==> src/rtl/bus_arbiter_rr_pkg.sv <==
// ============================================================================
// Module      : bus_arbiter_rr_pkg
// Description : Shared limits, types and helpers for the round-robin arbiter.
// Revision    : 1.0 - initial release
// ============================================================================
`default_nettype none

package bus_arbiter_rr_pkg;

    localparam int c_max_masters  = 16;
    localparam int c_hold_w       = 8;
    localparam int c_def_max_hold = 16;

    typedef logic [c_hold_w-1:0] hold_cnt_t;

    // Index of the master after idx, wrapping at n.
    function automatic int unsigned wrap_next(input int unsigned idx, input int unsigned n);
        return (idx + 1 >= n) ? 0 : idx + 1;
    endfunction

endpackage

`default_nettype wire

==> src/rtl/bus_arb_rr_pick.sv <==
// ============================================================================
// Module      : bus_arb_rr_pick
// Description : Combinational rotating-priority finder: first set request
//               bit at or after start, wrapping modulo N.
// Revision    : 1.0 - initial release
// ============================================================================
`default_nettype none

module bus_arb_rr_pick #(
    parameter int N     = 4,
    parameter int IDX_W = 2
) (
    input  logic [N-1:0]     req,
    input  logic [IDX_W-1:0] start,
    output logic             found,
    output logic [IDX_W-1:0] idx
);

    always_comb begin : p_pick
        int k;
        k     = 0;
        found = 1'b0;
        idx   = '0;
        for (int i = 0; i < N; i++) begin
            k = int'(start) + i;
            if (k >= N) begin
                k = k - N;
            end
            if (!found && req[k[IDX_W-1:0]]) begin
                found = 1'b1;
                idx   = k[IDX_W-1:0];
            end
        end
    end

endmodule

`default_nettype wire

==> src/rtl/bus_arbiter_rr.sv <==
// ============================================================================
// Module      : bus_arbiter_rr
// Description : Round-robin bus arbiter with parking, optional bus lock and
//               hold-time preemption (enabled by BUS_ARB_HOLD_LIMIT_EN).
// Revision    : 1.0 - initial release
// ============================================================================
`default_nettype none

module bus_arbiter_rr
    import bus_arbiter_rr_pkg::*;
#(
    parameter int N_MASTERS = 4,
    parameter int OWNER_W   = $clog2(N_MASTERS),
    parameter int MAX_HOLD  = c_def_max_hold
) (
    input  logic                 clk,
    input  logic                 reset,
    input  logic [N_MASTERS-1:0] req_,
    input  logic [N_MASTERS-1:0] lock_,
    output logic [N_MASTERS-1:0] grnt_,
    output logic [OWNER_W-1:0]   owner,
    output logic                 preempt
);

    logic [OWNER_W-1:0]   r_owner;
    logic [N_MASTERS-1:0] w_req;
    logic [N_MASTERS-1:0] w_owner_oh;
    logic [N_MASTERS-1:0] w_others;
    logic [OWNER_W-1:0]   w_owner_idx;
    logic [OWNER_W-1:0]   w_start;
    logic [OWNER_W-1:0]   w_pick_idx;
    logic                 w_found;
    logic                 w_owner_req;
    logic                 w_preempt_take;
    logic                 w_move;

    assign w_req = ~req_;

    // An out-of-range owner is treated as master 0 for both decode and search.
    assign w_owner_idx = (int'(r_owner) < N_MASTERS) ? r_owner : '0;
    assign w_owner_req = w_req[w_owner_idx];
    assign w_start     = OWNER_W'(wrap_next(int'(w_owner_idx), N_MASTERS));

    always_comb begin
        w_owner_oh              = '0;
        w_owner_oh[w_owner_idx] = 1'b1;
    end

    // The owner is excluded, so one search serves both release and preemption.
    assign w_others = w_req & ~w_owner_oh;

    bus_arb_rr_pick #(
        .N     (N_MASTERS),
        .IDX_W (OWNER_W)
    ) u_pick (
        .req   (w_others),
        .start (w_start),
        .found (w_found),
        .idx   (w_pick_idx)
    );

    assign w_move = w_found && (!w_owner_req || w_preempt_take);

    always_ff @(posedge clk or negedge reset) begin
        if (!reset) begin
            r_owner <= '0;
        end else if (w_move) begin
            r_owner <= w_pick_idx;
        end
    end

`ifdef BUS_ARB_HOLD_LIMIT_EN
    localparam hold_cnt_t c_hold_max = hold_cnt_t'(MAX_HOLD - 1);

    hold_cnt_t r_hold_cnt;
    logic      r_preempt;

    assign w_preempt_take = w_owner_req && (r_hold_cnt == c_hold_max) &&
                            lock_[w_owner_idx] && w_found;

    always_ff @(posedge clk or negedge reset) begin
        if (!reset) begin
            r_hold_cnt <= '0;
        end else if (w_move || !w_owner_req) begin
            r_hold_cnt <= '0;
        end else if (r_hold_cnt != c_hold_max) begin
            r_hold_cnt <= r_hold_cnt + 1'b1;
        end
    end

    always_ff @(posedge clk or negedge reset) begin
        if (!reset) begin
            r_preempt <= 1'b0;
        end else begin
            r_preempt <= w_preempt_take;
        end
    end

    assign preempt = r_preempt;
`else
    localparam int c_unused_max_hold = MAX_HOLD;
    logic w_unused_lock;

    assign w_unused_lock  = ^lock_;
    assign w_preempt_take = 1'b0;
    assign preempt        = 1'b0;
`endif

    always_comb begin
        grnt_              = '1;
        grnt_[w_owner_idx] = 1'b0;
    end

    assign owner = r_owner;

endmodule

`default_nettype wire
==> config.mk <==
export PLATFORM = sky130hd
export DESIGN_NAME = bus_arbiter_rr
export DESIGN_NICKNAME = d
export VERILOG_FILES = /design/src/rtl/bus_arbiter_rr_pkg.sv /design/src/rtl/bus_arb_rr_pick.sv /design/src/rtl/bus_arbiter_rr.sv
export SDC_FILE = /design/constraint.sdc
export NUM_CORES = 1
export LEC_CHECK = 0
export ABC_CLOCK_PERIOD_IN_PS = 1900
export CAP_MARGIN = 20
export CORE_AREA = 2 2 39 41
export CTS_CLUSTER_DIAMETER = 150
export DETAILED_ROUTE_END_ITERATION = 6
export DIE_AREA = 0 0 41 43
export PLACE_DENSITY = 0.64
export SYNTH_ARGS = -nofsm -noshare
export SYNTH_HDL_FRONTEND = slang
export SYNTH_SLANG_ARGS = --single-unit
==> constraint.sdc <==
create_clock -name clk -period 1.9 [get_ports clk]
set_input_delay 0.19 -clock clk [delete_from_list [all_inputs] [get_ports clk]]
set_output_delay 0.19 -clock clk [all_outputs]
set_load 0.02 [all_outputs]
# Yosys cells after proc, flatten, opt, wreduce, memory -nomap -nowiden

Index checks and enable logic that the tools add are counted.

Memories kept: 0
Latch bits: 0
Word-level logic and storage cells: 57
Bits in registers: 2
Bits in writable memories: 0
ROM bits: 0
Output and inout port bits: 7

Add/subtract/negate cells: 8
Div/mod/pow operators: 0
Mux-type cells: 25
Multipliers: 0
Eq/ne operators: 0
Bitwise logic cells: 3
Shifts and indexed selects: 0
Order comparisons: 11
Reductions and logical operators: 9

Operator list:

| kind                                                       | number |
|---|---|
| two-way mux 2 bit                                          | 9 |
| less-than comparator 2 x 3 -> 1 bit, second input constant | 5 |
| >= comparator 3 bit, second input constant                 | 4 |
| binary-select mux 1 bit (select 2 bit)                     | 5 |
| two-way mux 1 bit                                          | 10 |
| NOT 4 bit                                                  | 2 |
| subtractor 2 x 1 -> 2 bit, second input constant           | 4 |
| adder 2 x 1 -> 3 bit, second input constant                | 2 |
| adder 2 x 2 -> 3 bit, second input constant                | 2 |
| logical AND 1 bit                                          | 5 |
| AND 4 bit                                                  | 1 |
| zero test 1 bit                                            | 4 |
| >= comparator 2 x 3 -> 1 bit, second input constant        | 1 |
| demux 1 bit (select 2 bit)                                 | 1 |
| >= comparator 2 x 1 -> 1 bit, second input constant        | 1 |

# Longest topological paths before layout

Gate-level depths: netlist (run 1).

Depth in word-level cells: 19
Mapped depth: 6
Gate-level depth less buffers: 6

# Modules after synthesis

Synthesis (run 1) repeated with hierarchy kept, for this count alone.

Cell total of the unflattened synthesis: 41
Area, all modules: 295.3 sq um

Modules (own cells, without submodules):

| module          | instances | cells an instance | area each (sq um) |
|---|---|---|---|
| bus_arbiter_rr  | 1         | 26                | 217.7 |
| bus_arb_rr_pick | 1         | 15                | 77.6 |

# Worst setup path after synthesis (run 1)

Ideal clock, no wire load.

Path type: flip-flop to flip-flop
Start: register r_owner[0], in the netlist owner[0]
End: register r_owner[1], in the netlist owner[1]
Cell stages (with the launch flop): 6
Data required time: 1.775 ns
Setup time: 0.125 ns
Path slack: 0.271 ns
Clock period less this slack: 1.629 ns
Arrival: 1.504 ns
Buffers on the path: 0
Cells stage by stage: dfrtp_1 -> inv_1 -> ha_1 -> o32a_1 -> o22ai_1 -> o21ai_1

Longest elaborated chain between the ends: 19
Elaborated cells on any way between the ends: 51
Classes of those cells: add/sub: 8; order compare: 7; mux: 25; bitwise: 2; reduce/logical: 9

Ends and longest elaborated chain:

| what                                                          | RTL line             | source |
|---|---|---|
| start: declaration                                            | bus_arbiter_rr.sv:25 | `logic [OWNER_W-1:0] r_owner;` |
| start signal: assignment                                      | bus_arbiter_rr.sv:68 | `r_owner <= w_pick_idx;` |
| branches (longest 19 deep; another with adder 2 x 1 -> 3 bit) | --                   |  |

Several ways; the timed one is not identified. The select of a mux whose other input is x is not followed.
A chain may end at the register's enable or synchronous reset.

# Final worst setup path (run 1)

Start: register r_owner[1], in the netlist owner[1]
End: output port grnt_[3]

Longest elaborated chain between the ends: 5
Elaborated cells on any way between the ends: 6
Classes of those cells: order compare: 2; mux: 2; bitwise: 1; reduce/logical: 1

Ends and longest elaborated chain:

| what                                                                                                      | RTL line              | source |
|---|---|---|
| less-than comparator 2 x 3 -> 1 bit (not written as such) or >= comparator 2 x 1 -> 1 bit (tied branches) | bus_arbiter_rr.sv:111 | `grnt_[w_owner_idx] = 1'b0;` |
| logical AND 1 bit (not written as such)                                                                   | bus_arbiter_rr.sv:111 |  |
| two-way mux 1 bit (not written as such)                                                                   | bus_arbiter_rr.sv:111 |  |
| demux 1 bit (select 2 bit) (*)                                                                            | --                    |  |
| NOT 4 bit (no source line) (*)                                                                            | --                    |  |
| end: declaration                                                                                          | bus_arbiter_rr.sv:20  | `output logic [N_MASTERS-1:0] grnt_,` |

Every way passes the cells marked *; elsewhere a longest branch is shown, timed or not.

==> flow_metrics.py, run 1 <==
metrics = {
    "cts": {
        "clock-sinks": 2,
        "cts-root-buf": "clkbuf_4",
        "holdBufCountCts": 0,
        "cts_buffers": 3,
        "clock_path_buffers": 2,
        "clk_pin_slew_ps": 40,
        "cts_tree": "built",
        "htreeDepth": 1,
        "clk-insertion-delay-late_ps": 240,
    },
    "grt": {
        "grt_pass1_vias": 292,
        "grt_max_degree": 9,
        "grt_antenna_before_repair": 0,
        "overflow": 0,
        "grt_first_pass_wirelength_um": 1190,
        "grtUsageTotal": 0.101,
    },
    "floorplanning": {
        "core_sq_um": 1380,
        "die_w_um": 41,
        "fp.dieH_um": 43,
        "ioPinCount": 17,
        "num_rows": 14,
        "die-area_sq_um": 1760,
        "start_util": 0.222,
    },
    "routing": {
        "vias": 332,
        "drtPass1Iterations": 4,
        "viasPerCell": 4.74,
        "drt_iter0_markers": 8,
        "ant_nets": 0,
        "wl_per_cell_um": 10.7,
        "postRouteWirelength_um": 747,
        "drcViolationCount": 0,
    },
    "synthesis": {
        "syn_area_sq_um": 308,
        "ys_seq_area_frac": 0.163,
        "yosys_warnings": 0,
        "syn_inst": 40,
        "synth_fp_nets": 54,
        "netlist-cell-type-count": 21,
        "synth_seq_cells": 2,
        "syn_area_per_cell_sq_um": 7.69,
    },
    "finish": {
        "largest_reg_flops": 2,
        "layout_commonest_cell": "clkdlybuf4s50_1",
        "final_core_util": 0.335,
        "drive_gt1_frac": 0.148,
        "multi_input_area_sq_um": 228,
        "layout_common_cells": "10 x clkdlybuf4s50_1, 6 x inv_1, 4 x nor2_1, 4 x ha_1",
        "syn_to_final_growth_pct": 50.8,
        "nets": 70,
        "nFillCells": 152,
        "diodes": 0,
        "register_area_sq_um": 51.3,
        "final_area_sq_um": 464,
        "final_cells": 70,
    },
    "timing": {
        "period_share": 0.966,
        "setup_viol": 0,
        "slew_violations": 0,
        "period_needed_ps": 1830,
        "hold_viol": 0,
        "fmax_mhz": 545,
        "fin_setup_tns_ps": 0,
        "fin_ws_ps": 65.4,
        "finalClockSkew_ps": 9.25,
        "rsz0062_at_grt": "no",
    },
    "outcome": {
        "status": "completed",
    },
    "placed_design": {
        "io_buffer_count": 11,
        "dpl.cell_count": 67,
        "pre_cts_ws_ps": 227,
        "dp_hpwl_um": 569,
        "gp_congestion": 0.830,
        "post_dp_cell_area_sq_um": 438,
    },
    "worst_setup_path": {
        "critPathSlowestCell": "clkdlybuf4s50_1",
        "r2r_setup_slack_ps": 370,
        "arrival_ps": 1640,
        "critPathRequiredTime_ps": 1710,
        "timing.rr.start": "owner[1]$_DFFE_PN0P_",
        "endpoint_kind": "output port",
        "worst_r2r_path_depth": 6,
        "reg2reg_to": "owner[0]$_DFFE_PN0P_",
        "path_cells": "ha_1 -> inv_1 -> clkdlybuf4s50_1",
        "cp_slowest_stage_delay_ps": 590,
        "start_kind": "flip-flop",
        "path_class": "flip-flop to output port",
        "worst-path-max-fanout": 8,
    },
    "min_path": {
        "hold_path.class": "primary input to async pin",
    },
    "pwr": {
        "power_density_nw_per_um2": 1840,
        "leakagePower_uw": 0.000202,
        "ir_worst_vdd_v": 0.000610,
    },
    "flow_run": {
        "cap_violations": 0,
    },
}
[worst max-delay path by stage]
stage	start	endpoint	slack (ps)	depth (start not counted)
after CTS	owner[1]$_DFFE_PN0P_	grnt_[1]	50	4
after global placement	owner[1]$_DFFE_PN0P_	grnt_[1]	240	4
after floorplan	owner[0]$_DFFE_PN0P_	owner[1]$_DFFE_PN0P_	270	5
after detailed placement	owner[1]$_DFFE_PN0P_	grnt_[1]	230	4
final	owner[1]$_DFFE_PN0P_	grnt_[3]	70	3
after global routing	owner[1]$_DFFE_PN0P_	grnt_[3]	10	3
[cells by family (layout without fill, tap and decap cells)]
kind of cell,Yosys count,in the layout,synth area share
buffers and inverters,7,21,0.0976
adder cells (fa/ha/maj),4,4,0.163
other,1,1,0.0122
AO/OA/AOI/OAI,10,10,0.224
AND/OR/NAND/NOR,12,12,0.203
flip-flops,2,2,0.163
multiplexers,4,4,0.138
[layer usage]
layer,vias up,global-route usage,wire length [um]
li1,175,-,-
met1,146,0.135,340
met2,9,0.138,363
met3,2,0,23
met4,0,0.100,20
met5,-,0,0
[power breakdown]
group / internal [uW] / switching [uW] / leakage [uW]
Clock: 70.3 / 31.8 / 0.0000138
Combinational: 306 / 337 / 0.000166
Sequential: 69.1 / 37.9 / 0.0000223
[stage by stage]
stage               hold WS [ps]  total power, uW
floorplan                   -106              528
global placement             362              751
detailed placement           365              751
CTS                          115              860
global route                 119              930
finish                       115              852
[worst max-delay path: cells and delay by family, from the launching register on]
kind       cells  cell delay [ps]
buf+inv        2              670
fa+ha+maj      1              290
flops          1              450
[synthesized netlist by cell type, drive strengths merged]
master | number | share of area
o31ai | 1 | 0.024
nor3b | 1 | 0.024
mux2 | 2 | 0.073
buf | 1 | 0.024
nand3 | 1 | 0.016
o21ai | 3 | 0.049
o32ai | 1 | 0.028
nor2 | 5 | 0.085
o32a | 1 | 0.033
nand2 | 3 | 0.037
nor4 | 2 | 0.041
o22ai | 2 | 0.041
ha | 4 | 0.16
dfrtp | 2 | 0.16
conb | 1 | 0.012
mux2i | 2 | 0.065
a2bb2oi | 1 | 0.028
inv | 6 | 0.073
a31oi | 1 | 0.020
[final cells by class]
type                            instances  share of cell area
Multi-Input combinational cell         31               0.491
Timing Repair Buffer                   12               0.259
Sequential cell                         2               0.111
Tap cell                               16              0.0431
Clock buffer                            3              0.0485
Inverter                                6              0.0485
[timing repair]
action / CTS / global route
resized for setup: 1 / 1
hold endpoints to repair: 0 / 0
endpoints found under the setup margin: 2 / 1
buffers inserted: 0 / 0
(Power assumes the default switching activity.)
==> inputs of run 2 (changes only) <==
- REMOVE_ABC_BUFFERS: default -> 1
==> run 2 against run 1 <==
Sequential share of layout area is the same; sequential cell count did not move; total power is 1.5% higher; critical path type unchanged; final area did not move.
==> flow_metrics.py, run 2 (synthesis results as in run 1) <==
metrics = {
    "routing": {
        "drt_iter0_markers": 18,
        "ant_nets": 0,
        "viasPerCell": 4.99,
        "drtPass1Iterations": 4,
        "drcViolationCount": 0,
        "wl_per_cell_um": 11.5,
        "vias": 349,
        "postRouteWirelength_um": 808,
    },
    "cts": {
        "clk_pin_slew_ps": 40,
        "cts_tree": "built",
        "cts-root-buf": "clkbuf_4",
        "cts_buffers": 3,
        "holdBufCountCts": 0,
        "clock_path_buffers": 2,
        "clock-sinks": 2,
        "clk-insertion-delay-late_ps": 230,
        "htreeDepth": 1,
    },
    "timing": {
        "fin_ws_ps": 59.1,
        "hold_viol": 0,
        "slew_violations": 0,
        "whs_ps": 136,
        "period_needed_ps": 1840,
        "fin_setup_tns_ps": 0,
        "fmax_mhz": 543,
        "setup_viol": 0,
        "finalClockSkew_ps": 14.2,
        "period_share": 0.969,
        "rsz0062_at_grt": "no",
    },
    "grt": {
        "grt_pass1_vias": 300,
        "overflow": 0,
        "grt_antenna_before_repair": 0,
        "grtUsageTotal": 0.0972,
        "grt_max_degree": 9,
        "grt_first_pass_wirelength_um": 1200,
    },
    "worst_setup_path": {
        "worst-path-max-fanout": 8,
        "critPathLaunch": "owner[1]$_DFFE_PN0P_",
        "critPathSlowestCell": "clkdlybuf4s50_1",
        "critPathRequiredTime_ps": 1710,
        "cp_slowest_stage_delay_ps": 600,
        "path_class": "flip-flop to output port",
        "start_kind": "flip-flop",
        "endpoint_kind": "output port",
        "arrival_ps": 1650,
        "path_cells": "ha_1 -> inv_1 -> clkdlybuf4s50_1",
        "timing.rr.start": "owner[1]$_DFFE_PN0P_",
    },
    "finish": {
        "nets": 70,
        "layout_commonest_cell": "clkdlybuf4s50_1",
        "drive_gt1_frac": 0.148,
        "nFillCells": 146,
        "layout_common_cells": "10 x clkdlybuf4s50_1, 6 x inv_1, 4 x nor2_1, 4 x ha_1",
        "diodes": 0,
        "syn_to_final_growth_pct": 50.8,
        "largest_reg_flops": 2,
    },
    "floorplanning": {
        "ioPinCount": 17,
        "fp.dieH_um": 43,
        "core_sq_um": 1380,
        "num_rows": 14,
        "die_w_um": 41,
        "start_util": 0.222,
        "die-area_sq_um": 1760,
    },
    "pwr": {
        "ir_worst_vdd_v": 0.000407,
        "leakagePower_uw": 0.000202,
        "power_density_nw_per_um2": 1860,
    },
    "placed_design": {
        "gp_congestion": 0.810,
        "io_buffer_count": 11,
        "dp_hpwl_um": 638,
        "pre_cts_ws_ps": 204,
    },
    "min_path": {
        "hold_path.class": "primary input to async pin",
    },
    "outcome": {
        "status": "completed",
    },
    "flow_run": {
        "cap_violations": 0,
    },
}
-- run 2: cell counts in the layout (fill, tap and decap cells not counted) --
Identical to the previous run, type by type.
-- run 2: final timing paths --
check	slack (ps)	depth (start not counted)	to
worst min register to register	650	2	owner[1]$_DFFE_PN0P_
worst max register to register	340	6	owner[0]$_DFFE_PN0P_
min in group clk	650	2	owner[1]$_DFFE_PN0P_
worst max-delay path	60	3	grnt_[3]
worst min-delay path	140	1	owner[1]$_DFFE_PN0P_
max in group asynchronous	1620	1	owner[0]$_DFFE_PN0P_
-- run 2: report_power, final --
part	internal (uW)	leakage, uW	switching [uW]
clock	69.8	0.0000138	25.1
combinational	308	0.000166	351
sequential	69.1	0.0000223	41.3
total	447	0.000202	418
-- run 2: timing repair --
action	CTS	global route
hold endpoints to repair	0	0
resized for setup	1	1
gates cloned	0	0
endpoints found under the setup margin	2	1
buffers inserted	0	0
-- run 2: cell type report --
class / instances / area (sq um) / share of cell area
Tap cell: 16 / 20.0 / 0.0431
Sequential cell: 2 / 51.3 / 0.111
Clock buffer: 3 / 22.5 / 0.0485
Multi-Input combinational cell: 31 / 228 / 0.491
Timing Repair Buffer: 12 / 120 / 0.259
Inverter: 6 / 22.5 / 0.0485
-- run 2: metal layers --
layer  vias up  part of all wire  global-route usage
li1        170                 -                   -
met2        15              0.51               0.169
met4         0             0.026              0.0467
met5         -                 0                   0
met3         2             0.041                   0
met1       162              0.42               0.115
-- run 2: per-stage QoR --
step	total power [uW]	cell area, sq um	utilization	cells
finish	865	464	0.335	70
global route	933	464	0.335	70
CTS	871	462	0.334	70
detailed placement	771	438	0.316	67
global placement	761	438	0.316	67
floorplan	526	300	-	39
-- run 2: worst max-delay path: cells and delay by family, from the launching register on --
kind / cells / cell delay [ps]
DFF: 1 / 450
adders and majority gates: 1 / 290
buffers and inverters: 2 / 680
